===== src/rtl/fc_argmax_topk2.sv =====
// Argmax / top-2 classifier for the FC output stage: scans NUM_CLASSES scores,
// LANES per cycle, and reports winner, runner-up and the confidence margin.
module fc_argmax_topk2 #(
    parameter int NUM_CLASSES = 10,
    parameter int DATA_W      = 16,
    parameter int LANES       = 1,
    parameter int SIGNED      = 1,
    parameter int IDX_W       = $clog2(NUM_CLASSES)
) (
    input  logic              clk,
    input  logic              reset_n,
    input  logic              start,
    input  logic [DATA_W-1:0] arr [0:NUM_CLASSES-1],
    output logic              busy,
    output logic              done,
    output logic [IDX_W-1:0]  result,
    output logic [DATA_W-1:0] max_val,
    output logic [IDX_W-1:0]  second_idx,
    output logic [DATA_W:0]   margin
);

    localparam int BEATS = (NUM_CLASSES + LANES - 1) / LANES;
    localparam int PW    = $clog2(BEATS * LANES);
    localparam int BW    = (BEATS > 1) ? $clog2(BEATS) : 1;

    typedef enum logic [1:0] {IDLE, SCAN, DONE} state_t;

    state_t            state;
    logic [PW-1:0]     base;
    logic [BW-1:0]     beat;
    logic [DATA_W-1:0] best_val, sec_val;
    logic [IDX_W-1:0]  best_idx, sec_idx;
    logic              sec_vld;

    logic [DATA_W-1:0] nb_val, ns_val;
    logic [IDX_W-1:0]  nb_idx, ns_idx;
    logic              ns_vld;
    logic [PW-1:0]     ci;
    logic [DATA_W-1:0] cv;
    logic              last_beat;

    // Scores padded to a power-of-two table so the lane index never reads out of range.
    logic [DATA_W-1:0] padded [0:(2**PW)-1];

    for (genvar g = 0; g < 2**PW; g++) begin : g_pad
        if (g < NUM_CLASSES) begin : g_real
            assign padded[g] = arr[g];
        end else begin : g_zero
            assign padded[g] = '0;
        end
    end

    function automatic logic gt(input logic [DATA_W-1:0] a, input logic [DATA_W-1:0] b);
        if (SIGNED != 0) return $signed(a) > $signed(b);
        else             return a > b;
    endfunction

    function automatic logic [DATA_W:0] ext(input logic [DATA_W-1:0] v);
        return (SIGNED != 0) ? {v[DATA_W-1], v} : {1'b0, v};
    endfunction

    assign last_beat = (beat == BW'(BEATS - 1));

    // Merge this beat's lanes, in ascending index order, into the running (best, second) pair.
    always_comb begin
        // NOTE: every variable gets a default before the loop so no path infers a latch.
        nb_val = best_val;
        nb_idx = best_idx;
        ns_val = sec_val;
        ns_idx = sec_idx;
        ns_vld = sec_vld;
        ci     = '0;
        cv     = '0;
        for (int l = 0; l < LANES; l++) begin
            ci = base + PW'(l);
            cv = padded[ci];
            if (int'(ci) < NUM_CLASSES && ci != '0) begin
                if (gt(cv, nb_val)) begin
                    ns_val = nb_val;
                    ns_idx = nb_idx;
                    ns_vld = 1'b1;
                    nb_val = cv;
                    nb_idx = IDX_W'(ci);
                end else if (!ns_vld || gt(cv, ns_val)) begin
                    ns_val = cv;
                    ns_idx = IDX_W'(ci);
                    ns_vld = 1'b1;
                end
            end
        end
    end

    always_ff @(posedge clk) begin
        // NOTE: sequential state uses non-blocking assignments only, so every register
        // samples the pre-edge values of its neighbours.
        if (!reset_n) begin
            state      <= IDLE;
            busy       <= 1'b0;
            done       <= 1'b0;
            result     <= '0;
            max_val    <= '0;
            second_idx <= '0;
            margin     <= '0;
            base       <= '0;
            beat       <= '0;
            best_val   <= '0;
            best_idx   <= '0;
            sec_val    <= '0;
            sec_idx    <= '0;
            sec_vld    <= 1'b0;
        end else begin
            case (state)
                IDLE, DONE: begin
                    if (start) begin
                        state    <= SCAN;
                        busy     <= 1'b1;
                        done     <= 1'b0;
                        base     <= '0;
                        beat     <= '0;
                        best_val <= arr[0];
                        best_idx <= '0;
                        sec_vld  <= 1'b0;
                    end
                end
                SCAN: begin
                    best_val <= nb_val;
                    best_idx <= nb_idx;
                    sec_val  <= ns_val;
                    sec_idx  <= ns_idx;
                    sec_vld  <= ns_vld;
                    base     <= base + PW'(LANES);
                    beat     <= beat + 1'b1;
                    if (last_beat) begin
                        state      <= DONE;
                        busy       <= 1'b0;
                        done       <= 1'b1;
                        result     <= nb_idx;
                        max_val    <= nb_val;
                        second_idx <= ns_idx;
                        margin     <= ext(nb_val) - ext(ns_val);
                    end
                end
                default: state <= IDLE;
            endcase
        end
    end

endmodule


===== config.mk =====
export PLATFORM = sky130hd
export DESIGN_NAME = fc_argmax_topk2
export DESIGN_NICKNAME = d
export VERILOG_FILES = /design/src/rtl/fc_argmax_topk2.sv
export SDC_FILE = /design/constraint.sdc
export NUM_CORES = 1
export LEC_CHECK = 0
export BUFFER_PORTS_ARGS = -buffer_cell sky130_fd_sc_hd__buf_2
export CAP_MARGIN = 10
export CORE_UTILIZATION = 35
export CTS_CLUSTER_SIZE = 8
export DETAILED_ROUTE_END_ITERATION = 7
export HOLD_SLACK_MARGIN = 0.1
export PLACE_DENSITY = 0.68
export SLEW_MARGIN = 0
export SYNTH_ARGS = -nofsm -noshare
export SYNTH_HDL_FRONTEND = slang
export SYNTH_SLANG_ARGS = --single-unit
export TNS_END_PERCENT = 10

===== constraint.sdc =====
create_clock -name clk -period 8.9 [get_ports clk]
set_input_delay 0.89 -clock clk [delete_from_list [all_inputs] [get_ports clk]]
set_output_delay 0.89 -clock clk [all_outputs]
set_load 0.05 [all_outputs]

======== Yosys cells after proc, flatten, opt, wreduce, memory -nomap -nowiden ========
Cells that the tools add are included.
word-level totals
  bits in registers ....................... 94
  input port bits ......................... 163
  output and inout bits ................... 43
  logic and storage cells ................. 76
cells by class
  $add $sub $neg .......................... 3
  $lt $le $gt $ge ......................... 4
  equality and inequality tests ........... 7
  muxes and demuxes ....................... 35
  bitwise operators ....................... 1
  reduce and logical (&&, ||, !) cells .... 12
operators with widths
  operator                                                         number
  16-bit 2-to-1 mux                                                8
  16-bit binary-select mux with 4-bit select                       1
  16-bit > comparator                                              2
  16-bit case mux with 2 select lines                              1
  4-bit 2-to-1 mux                                                 6
  4-bit case mux with 2 select lines                               3
  16-bit by 16-bit subtractor with 17-bit output                   1
  1-bit 2-to-1 mux                                                 10
  4-bit by 1-bit adder with 4-bit output, second input constant    2
  2-bit inequality test, second input constant                     3
  1-bit case mux with 2 select lines                               3
  2-bit AND reduction                                              3
  5-bit greater-or-equal comparator, second input constant         1
  4-bit inverter with 5-bit output                                 1
  4-bit == test, second input constant                             1
  4-bit less-than comparator, second input constant                1
  2-bit 2-to-1 mux                                                 2
  2-bit case mux with 2 select lines                               1
  4-bit AND reduction                                              1
  4-bit nonzero test                                               1
  3-bit inequality test, second input constant                     1
  3-bit AND reduction                                              1
  2-bit by 1-bit == test with 1-bit output, second input constant  1
  2-bit == test, second input constant                             1
  other kinds (6)                                                  6

======== Longest topological paths before layout ========
Gate-level depths: netlist of the first run.
  depth in word-level cells ............... 13
  gate-level depth with buffers ........... 26
  depth with buffers taken out ............ 21

======== Worst setup path before layout of the first run ========
Ideal clock, no wire load.
  kind .................................... input port to flip-flop
  start ................................... input port arr[99] in the netlist's numbering
  end ..................................... register margin[14]
  setup time .............................. 132 ps
  arrival time ............................ 5263 ps
  data required time ...................... 8768 ps
  setup slack ............................. 3505 ps
  stages on the path ...................... 22
  cells stage by stage .................... mux4_2 > a221oi_1 > a21oi_1 > ha_1 > a21o_1 > a21o_1 > o221a_4 > a211oi_4 > or2_4 > buf_6 > buf_6 > mux2i_1 > mux2i_1 > ha_1 > fa_1 > nor2b_1 > o2111ai_1 > nand4_1 > a41oi_1 > o21ai_0 > xnor2_1 > o21ai_0
on the way
  cells in the longest elaborated chain, start to end .. 11
  elaborated cells on any way between the ends .. 15
  those cells by class .................... add/sub (1); order compare (2); mux (11); reduce/logical (1)
ends and longest elaborated chain
  what                                                       RTL line  RTL
  start, declared                                            13        input logic [DATA_W-1:0] arr [0:NUM_CLASSES-1],
  16-bit binary-select mux with 4-bit select (*)             76        cv = padded[ci];
  16-bit 2-to-1 mux (not written as such) (*) (2 in series)  76
  16-bit > comparator                                        54        if (SIGNED != 0) return $signed(a) > $signed(b);
  1-bit 2-to-1 mux                                           78        if (gt(cv, nb_val)) begin
  1-bit 2-to-1 mux                                           77        if (int'(ci) < NUM_CLASSES && ci != '0) begin
  1-bit logical OR                                           84        end else if (!ns_vld || gt(cv, ns_val)) begin
  16-bit 2-to-1 mux                                          84
  16-bit 2-to-1 mux (*)                                      78
  16-bit 2-to-1 mux (*)                                      77
  via ns_val[0]                                              35        logic [DATA_W-1:0] nb_val, ns_val;
  16-bit by 16-bit subtractor with 17-bit output (*)         140       margin <= ext(nb_val) - ext(ns_val);
  end signal, assigned                                       140
  end, declared                                              19        output logic [DATA_W:0] margin
The timed path passes the listed nets; every way through them passes the cells marked *. The select of a mux whose other input is x is not followed.
A chain may end at the register's enable or synchronous reset.

======== Worst setup path after layout of the first run ========
  start ................................... register base[0]
  end ..................................... register margin[15]
on the way
  cells in the longest elaborated chain, start to end .. 12
  elaborated cells on any way between the ends .. 19
  those cells by class .................... add/sub (1); order compare (3); mux (11); bitwise (1); reduce/logical (3)
ends and longest elaborated chain
  what                                                    RTL line  RTL
  start, declared                                         29        logic [PW-1:0] base;
  start signal, assigned                                  131       base <= base + PW'(LANES);
  4-bit inverter with 5-bit output (not written as such)  76
  16-bit binary-select mux with 4-bit select              76
  16-bit 2-to-1 mux (not written as such) (2 in series)   76
  16-bit > comparator                                     54
  1-bit 2-to-1 mux                                        78
  1-bit 2-to-1 mux                                        77
  1-bit logical OR                                        84
  16-bit 2-to-1 mux                                       84
  16-bit 2-to-1 mux                                       78
  16-bit 2-to-1 mux                                       77
  16-bit by 16-bit subtractor with 17-bit output (*)      140
Mark *: on every way between the ends. The rest lies on a longest branch, timed or not. The select of a mux whose other input is x is not followed.

==> results.json, run 1 <==
{
  "status": "finished, final reports clean",
  "cts_tree": "built",
  "drc_errors": 0,
  "cp-start-kind": "register",
  "rows": 52,
  "hold_viol_final": 0,
  "period_share": 0.793,
  "cts_hold_buf": 0,
  "grt_pass1_vias": 6917,
  "ys_seq_area_frac": 0.255,
  "layout_setup_ws_ns": 1.84,
  "layout-drive-gt1-share": 0.317,
  "antennaDiodeCount": 0,
  "synthAdderAreaFrac": 0.0910,
  "nets": 1215,
  "critPathArrivalTime_ns": 7.27,
  "place.port_buffers": 205,
  "cts_max_path_buffers": 2,
  "postRouteAntennaNets": 0,
  "clock.fmax_mhz": 142,
  "setup_viol": 0,
  "die_h_um": 147,
  "die_w_um": 147,
  "end_kind": "register",
  "place.gp.congestion": 0.950,
  "cts_setup_buffers": 0,
  "grt_max_degree": 107,
  "vias_per_cell": 5.67,
  "ys_ff_latch": 94,
  "coreArea_um2": 20400,
  "syn-instance-count": 837,
  "synth.top_cell.area_share": 0.255,
  "yosysMostFrequentCell": "dfxtp_1",
  "synth-compound-area-share": 0.242,
  "crit_path_max_fanout": 42,
  "slew_headroom": 0.181,
  "drt_iter0_drc": 504,
  "crit_type": "register to register",
  "num_io_pins": 206,
  "worst_slew_pin_slew_ns": 1.23,
  "max-vdd-ir-drop_mv": 0.0986,
  "grt_pass1_wl_um": 37700,
  "pwr_density_cell_nw_per_um2": 154,
  "async_reset_ff_frac": 0,
  "initial_utilization": 0.361,
  "clk_latency_ns": 0.36,
  "min-delay-start": "margin[2]",
  "avgRoutedWirePerCell_um": 19.2,
  "cts_buffers": 9,
  "synth_area_leaders": "dfxtp_1 (26%), mux4_2 (9.8%), ha_1 (8.8%)",
  "rsz0062_at_grt": "no",
  "r2r-end": "margin[15]",
  "yosys.area_share.simple": 0.154,
  "finalSetupTns_ns": 0,
  "hold_path_class": "register to register",
  "syn_to_final_growth_pct": 19.6,
  "worstReg2RegStart": "base[0]",
  "gr-total-overflow": 0,
  "required_ns": 9.11,
  "dp_worst_setup_slack_ns": 1.94,
  "clk_pin_slew_ns": 0.07,
  "muxShareOfSynthArea": 0.161,
  "yosys_warnings": 0,
  "holdPathEnd": "margin[2]",
  "final_area_um2": 8820,
  "synth_area_um2": 7370,
  "synth_nets": 1053,
  "h-tree-depth": 3,
  "wl_um": 24400,
  "numClockSinks": 94,
  "fin_util": 0.432,
  "cellLeakagePower_nw": 3.64,
  "cap_violations": 0,
  "dieArea_um2": 21700,
  "synth_top_area_cell": "dfxtp_1",
  "synthXorXnorAreaFrac": 0.0178,
  "synth_top_family_by_area": "compound AO/OA/AOI/OAI gates",
  "cts_resized": 0,
  "hpwl_um": 19000,
  "r2r_cells": 20,
  "grt_usage": 0.222,
  "post_dp_cell_area_um2": 8500,
  "cts_root_buffer": "clkbuf_16",
  "hold_depth": 2,
  "synth_enable_flop_cells": 0,
  "synthFlopType": "dfxtp_1",
  "antenna_found_initial": 0,
  "drv_slew": 0,
  "reg2reg_slack_ns": 1.84,
  "synth_cell_types": 72,
  "drt_first_pass_iters": 6,
  "synth_commonest_cells": "dfxtp_1 (94), nand2_1 (79), ha_1 (52), inv_1 (52), a21oi_1 (44)",
  "finalClockSkew_ns": 0.0123,
  "syn_area_per_cell_um2": 8.81,
  "vias": 7228,
  "fin_crit_ns": 7.06
}
## sequential cells by signal, summed over array words and instances, names as in the netlist, 2 cells and up
| signal | cells |
|---|---|
| sec_val | 16 |
| result | 4 |
| beat | 4 |
| best_val | 16 |
| best_idx | 4 |
| max_val | 16 |
| base | 4 |
| second_idx | 4 |
| sec_idx | 4 |
| margin | 17 |
| state | 2 |
## layout make-up
class | count | area (um2)
flip-flops and latches | 94 | 1880
inverters | 61 | 229
clock buffers | 9 | 225
multi-input cells | 615 | 4920
fillers | 2064 | 11600
clock inverters | 7 | 96.3
repair buffers | 218 | 1120
well taps | 270 | 338
## power breakdown
part / total (mW) / switching, mW / internal (mW) / leakage (nW)
Combinational: 0.490 / 0.271 / 0.220 / 2.72
Clock: 0.425 / 0.178 / 0.247 / 0.160
Sequential: 0.447 / 0.0156 / 0.431 / 0.761
## how the worst max path moves through the flow
stage          startpoint          to  slack, ns  depth (start not counted)
4_1_cts           base[0]  margin[15]       1.84                         20
3_3_place_gp      base[0]  margin[15]       2.05                         20
6_report          base[0]  margin[15]       1.84                         20
5_1_grt           base[0]  margin[15]       1.32                         20
3_5_place_dp      base[0]  margin[15]       1.94                         20
2_1_floorplan     arr[99]  margin[14]       3.51                         22
## layout by cell type, fill, tap and decap left out, types with 16 or more instances in the layout
cell type / n
ha_1: 52
a221oi_1: 16
mux2i_1: 23
mux2_2: 17
mux4_2: 32
inv_1: 52
nor2_1: 37
nand4_1: 23
a21oi_1: 44
nand3_1: 24
a22o_1: 31
buf_2: 205
dfxtp_1: 93
o21ai_0: 25
nor3_1: 22
o311ai_1: 16
nand2_1: 79
## logic make-up after synthesis
group	after synthesis
AOI/OAI and AO/OA	237
and+or+nand+nor	234
buffers and inverters	128
DFF	94
muxes	76
adders and majority gates	53
xor gates and xnor gates	15
## stage by stage
step	hold slack, ns	power, mW	instances
floorplan	0.459	0.821	837
global placement	0.455	0.935	1258
detailed placement	0.461	0.939	1258
CTS	0.469	1.36	1274
global route	0.484	1.43	1274
finish	0.462	1.36	1274
## critical path, stage by stage, from the launching register on
cell       delay (ns)
dfxtp_2          1.05
buf_4            0.36
mux4_2           0.51
a221oi_1         0.30
a21oi_1          0.14
ha_1             0.27
a21o_1           0.15
a21o_1           0.18
o221a_4          0.22
a211oi_4         0.66
or2_4            0.52
a21o_1           0.50
a2bb2oi_1        0.14
ha_1             0.37
o211a_1          0.22
o31a_1           0.13
o41ai_1          0.48
a31oi_1          0.21
a31oi_1          0.24
xor2_1           0.16
o21ai_1          0.06
## layer usage
metal,global-route usage,wire length [um]
met1,0.292,10900
met2,0.371,11400
met3,0.0292,1470
met4,0.0840,673
met5,0,0
Note: power is estimated with default switching activity, not from simulation.
==> run 2: changes to the inputs <==
- clock period: 8.9 -> 6.65 ns (I/O delays scaled with it)
==> run 2 against run 1 <==
Combinational power grew 38%. Via count increased by 2.3%. Wire length is 1.5% higher. Largest cell class unchanged. Largest power group unchanged.
==> results.json, run 2 (synthesis gave the netlist of run 1 again) <==
{
  "cpPeakStageDelay_ns": 0.60,
  "antenna_found_initial": 0,
  "cts_hold_buf": 0,
  "pwr_density_cell_nw_per_um2": 209,
  "worst_slew_pin_slew_ns": 1.21,
  "num_io_pins": 206,
  "gr-total-overflow": 0,
  "layout_common_cells": "buf_2 (205), dfxtp_1 (93), nand2_1 (79)",
  "nets": 1224,
  "crit_type": "register to register",
  "cts_root_buffer": "clkbuf_16",
  "finalClockSkew_ns": 0.0171,
  "largest_reg_flops": 17,
  "status": "finished, final reports clean",
  "slew_headroom": 0.192,
  "syn_to_final_growth_pct": 21.1,
  "cp-start-kind": "register",
  "crit_slowest_cell": "nor3_4",
  "fin_crit_ns": 6.07,
  "cpLargestDelayFamily": "compound AO/OA/AOI/OAI gates",
  "grt_pass1_wl_um": 38600,
  "crit_buf_inv": 2,
  "drt-met1-wl_um": 10700,
  "wl_um": 24800,
  "layout-drive-gt1-share": 0.323,
  "die_w_um": 147,
  "holdPathEnd": "margin[15]",
  "numClockSinks": 94,
  "r2r_cells": 20,
  "avgRoutedWirePerCell_um": 19.3,
  "postRouteAntennaNets": 0,
  "clk_latency_ns": 0.36,
  "wl_met3_um": 1800,
  "h-tree-depth": 3,
  "antennaDiodeCount": 0,
  "top_register": "margin",
  "top_layer": "met4",
  "cts_buffers": 9,
  "crit_path_max_fanout": 16,
  "drc_errors": 0,
  "vias": 7394,
  "max-vdd-ir-drop_mv": 0.133,
  "cts_setup_buffers": 0,
  "clock.fmax_mhz": 165,
  "coreArea_um2": 20400,
  "cellLeakagePower_nw": 3.70,
  "place.port_buffers": 205,
  "holdWs_ns": 0.465,
  "end_kind": "register",
  "hold_depth": 2,
  "drv_slew": 0,
  "initial_utilization": 0.361,
  "reg2reg_slack_ns": 0.58,
  "cts_max_path_buffers": 2,
  "hpwl_um": 19500,
  "finalSetupTns_ns": 0,
  "rows": 52,
  "vias_per_cell": 5.76,
  "place.gp.congestion": 0.934,
  "drt_first_pass_iters": 6,
  "drt_iter0_drc": 815,
  "period_share": 0.912,
  "grt_usage": 0.227,
  "required_ns": 6.89,
  "fillers": 2034,
  "worstReg2RegStart": "base[0]",
  "die_h_um": 147,
  "min-delay-start": "margin[15]",
  "setup_viol": 0,
  "hold_path_class": "register to register",
  "cts_tree": "built",
  "met2_length_um": 11400,
  "cap_violations": 0,
  "r2r-end": "margin[12]",
  "grt_pass1_vias": 6980,
  "final_common_cell": "buf_2",
  "cts_resized": 0,
  "clk_pin_slew_ns": 0.07,
  "grt_max_degree": 72,
  "hold_viol_final": 0,
  "critPathArrivalTime_ns": 6.31,
  "rsz0062_at_grt": "no",
  "crit_chain": "buf_4, mux4_2, a221oi_1, a21oi_1, ha_1, nand4_1, nor3_2, o221a_4, a211oi_4, nor3_4, buf_4, mux2i_1, ha_1, o211ai_1, nand2_1, a21o_1, a41oi_1, xor2_1, o21ai_0, and2_1",
  "dieArea_um2": 21700
}
==> run 2: worst max path at each step <==
stage,start,endpoint,slack (ns),cells after the start
floorplan,base[0],margin[14],1.43,25
global placement,arr[153],margin[15],0.81,20
detailed placement,base[0],margin[12],0.65,20
CTS,base[0],margin[12],0.63,20
global route,base[0],margin[14],0.13,20
finish,base[0],margin[12],0.58,20
==> run 2: layer usage <==
layer  vias up  GRT usage
met3        63     0.0183
li1       3477          -
met4         0     0.0959
met5         -          0
met2       413      0.370
met1      3441      0.308
==> run 2: layout make-up <==
class / instances / area [um2] / area share
Sequential cell: 94 / 1880 / 0.211
Timing Repair Buffer: 227 / 1220 / 0.136
Inverter: 61 / 229 / 0.0257
Clock inverter: 6 / 97.6 / 0.0109
Tap cell: 270 / 338 / 0.0378
Multi-Input combinational cell: 615 / 4920 / 0.552
Clock buffer: 10 / 239 / 0.0268
==> run 2: metrics by stage <==
stage / worst slack [ns] / cells / cell area [um2] / power (mW) / utilization
detailed placement: 0.649 / 1267 / 8590 / 1.27 / 0.420
CTS: 0.632 / 1283 / 8930 / 1.86 / 0.437
floorplan: 1.43 / 837 / 7370 / 1.10 / -
global route: 0.132 / 1283 / 8930 / 1.95 / 0.437
finish: 0.582 / 1283 / 8930 / 1.87 / 0.437
global placement: 0.810 / 1267 / 8590 / 1.26 / 0.420
==> run 2: worst register-to-register path, cell delays in order, from the launching register on <==
cell and delay (ns):
dfxtp_2 0.59, buf_4 0.33, mux4_2 0.54, a221oi_1 0.31, a21oi_1 0.16, ha_1 0.35, nand4_1 0.17, nor3_2 0.25
o221a_4 0.23, a211oi_4 0.07, nor3_4 0.60, buf_4 0.36, mux2i_1 0.32, ha_1 0.33, o211ai_1 0.27, nand2_1 0.10
a21o_1 0.20, a41oi_1 0.33, xor2_1 0.19, o21ai_0 0.08, and2_1 0.19
==> run 2: power by group <==
part           leakage, nW  total, mW  switching, mW  internal (mW)
clock                0.166      0.597          0.250          0.347
combinational         2.78      0.676          0.374          0.302
sequential           0.761      0.594         0.0167          0.577
total                 3.70       1.87          0.641           1.23
==> run 3: changes to the inputs <==
- CORE_UTILIZATION: 35 -> 25
- PLACE_DENSITY: 0.68 -> 0.55
==> run 3 against run 2 <==
Clock power decreased by 12%. Via count decreased by 0.42%. Largest power group unchanged. Non-clock buffer count rose by 1. Setup slack gained 0.10 ns. Cell area up 1.2%. Critical path depth is the same. Core utilization is 12 points lower. Largest cell class unchanged. Total power down 3.0%. Global-route usage decreased by 4.9 points. Wire length rose by 8.7%. Fmax rose by 1.7%.
==> results.json, run 3 (synthesis gave the netlist of run 1 again) <==
{
  "status": "finished, final reports clean",
  "cts_max_path_buffers": 2,
  "r2r-end": "margin[15]",
  "crit_type": "register to register",
  "clock_power_share": 0.291,
  "vias_per_cell": 5.27,
  "seqCellArea_um2": 1890,
  "rsz0062_at_grt": "no",
  "grt_pass1_wl_um": 41800,
  "syn_to_final_growth_pct": 22.5,
  "p_seq_frac": 0.330,
  "hold_depth": 2,
  "top_register": "margin",
  "period_share": 0.897,
  "crit_top_cell": "buf_4",
  "drt_first_pass_iters": 5,
  "nets": 1225,
  "crit_path_max_fanout": 24,
  "slew_headroom": 0.277,
  "cts_tree": "built",
  "end_kind": "register",
  "grt_pass1_vias": 7024,
  "clk_latency_ns": 0.36,
  "finalClockSkew_ns": 0.0160,
  "h-tree-depth": 3,
  "die_h_um": 174,
  "grt_max_degree": 66,
  "clk_pin_slew_ns": 0.08,
  "wl_um": 27000,
  "required_ns": 6.86,
  "cpPeakStageDelay_ns": 0.61,
  "postRouteAntennaNets": 0,
  "numClockSinks": 94,
  "max-vdd-ir-drop_mv": 0.114,
  "clock.fmax_mhz": 168,
  "crit_chain": "buf_4, mux4_2, a221oi_1, a21oi_1, ha_1, nand4_1, nor3_2, o221a_4, a211oi_4, buf_4, nor3_4, buf_4, mux2i_1, ha_1, or2_2, a21oi_1, a31oi_1, a31oi_1, xor2_1, o21ai_1",
  "vias": 7363,
  "num_io_pins": 206,
  "p_sw_mw": 0.663,
  "worst_slew_pin_slew_ns": 1.08,
  "hpwl_um": 21400,
  "cts_resized": 0,
  "multi_input_area_um2": 4920,
  "internal_power_mw": 1.15,
  "die_w_um": 174,
  "setup_viol": 0,
  "cellLeakagePower_nw": 3.69,
  "place.gp.congestion": 0.878,
  "cts_hold_buf": 0,
  "cts_setup_buffers": 0,
  "reg2reg_slack_ns": 0.68,
  "largest_reg_flops": 17,
  "layout-drive-gt1-share": 0.324,
  "cp-start-kind": "register",
  "dieArea_um2": 30200,
  "initial_utilization": 0.256,
  "grt_usage": 0.178,
  "cap_violations": 0,
  "power_frac_comb": 0.380,
  "drc_errors": 0,
  "r2r_cells": 20,
  "cts_buffers": 9,
  "gr-total-overflow": 0,
  "pwr_density_cell_nw_per_um2": 200,
  "layout_common_cells": "buf_2 (205), dfxtp_1 (92), nand2_1 (79)",
  "cts_root_buffer": "clkbuf_16",
  "final_common_cell": "buf_2",
  "worstReg2RegStart": "base[0]",
  "min-delay-start": "margin[15]",
  "avgRoutedWirePerCell_um": 19.3,
  "fin_crit_ns": 5.97,
  "holdPathEnd": "margin[15]",
  "final_area_um2": 9030,
  "drt_iter0_drc": 499,
  "p_sw_frac": 0.366,
  "place.port_buffers": 205,
  "critPathArrivalTime_ns": 6.17,
  "coreArea_um2": 28900,
  "finalSetupTns_ns": 0,
  "crit_slowest_cell": "dfxtp_4",
  "drv_slew": 0,
  "fillers": 3077,
  "hold_path_class": "register to register",
  "antenna_found_initial": 0,
  "hold_viol_final": 0,
  "post_dp_cell_area_um2": 8740,
  "rows": 62,
  "antennaDiodeCount": 0
}
## run 3: worst max-delay path, delay by kind of cell, from the launching register on
kind            cells  cell delay [ns]
mux                 2             0.97
flops               1             0.61
buf+inv             3             0.83
simple gates        4             1.13
fa+ha+maj           2             0.77
xor+xnor            1             0.16
compound gates      8             1.32
## run 3: worst max-delay path by stage
stage                  from          to  slack, ns
finish              base[0]  margin[15]       0.68
global route        base[0]  margin[14]       0.22
CTS                 base[0]  margin[14]       0.70
detailed placement  base[0]  margin[14]       0.72
global placement    base[0]  margin[14]       0.88
floorplan           base[0]  margin[14]       1.43
## run 3: power by group through the flow
stage / clock [mW] / combinational, mW / sequential (mW)
3_5_place_dp: 0 / 0.679 / 0.609
5_1_grt: 0.552 / 0.753 / 0.599
2_1_floorplan: 0 / 0.498 / 0.600
4_1_cts: 0.531 / 0.681 / 0.596
6_report: 0.526 / 0.687 / 0.596
3_3_place_gp: 0 / 0.677 / 0.609
## run 3: metal layers
metal | track usage | up-vias | share of wire
li1 | - | 3498 | -
met1 | 0.251 | 3510 | 0.47
met2 | 0.283 | 324 | 0.46
met3 | 0.0204 | 31 | 0.054
met4 | 0.0508 | 0 | 0.021
met5 | 0 | - | 0
## run 3: cell type report
type                    count  area share
clock buffers               9      0.0249
clock inverters             7     0.00693
inverters                  61      0.0254
multi-input cells         615       0.545
flip-flops and latches     94       0.209
well taps                 384      0.0532
repair buffers            228       0.135
## run 3: per-stage QoR
stage / worst slack (ns) / hold slack [ns] / std cells / util / total power [mW]
after floorplan: 1.43 / 0.459 / 837 / - / 1.10
after global placement: 0.876 / 0.454 / 1382 / 0.303 / 1.29
after detailed placement: 0.717 / 0.455 / 1382 / 0.303 / 1.29
after CTS: 0.697 / 0.464 / 1398 / 0.313 / 1.81
after global routing: 0.223 / 0.485 / 1398 / 0.313 / 1.90
final: 0.683 / 0.457 / 1398 / 0.313 / 1.81
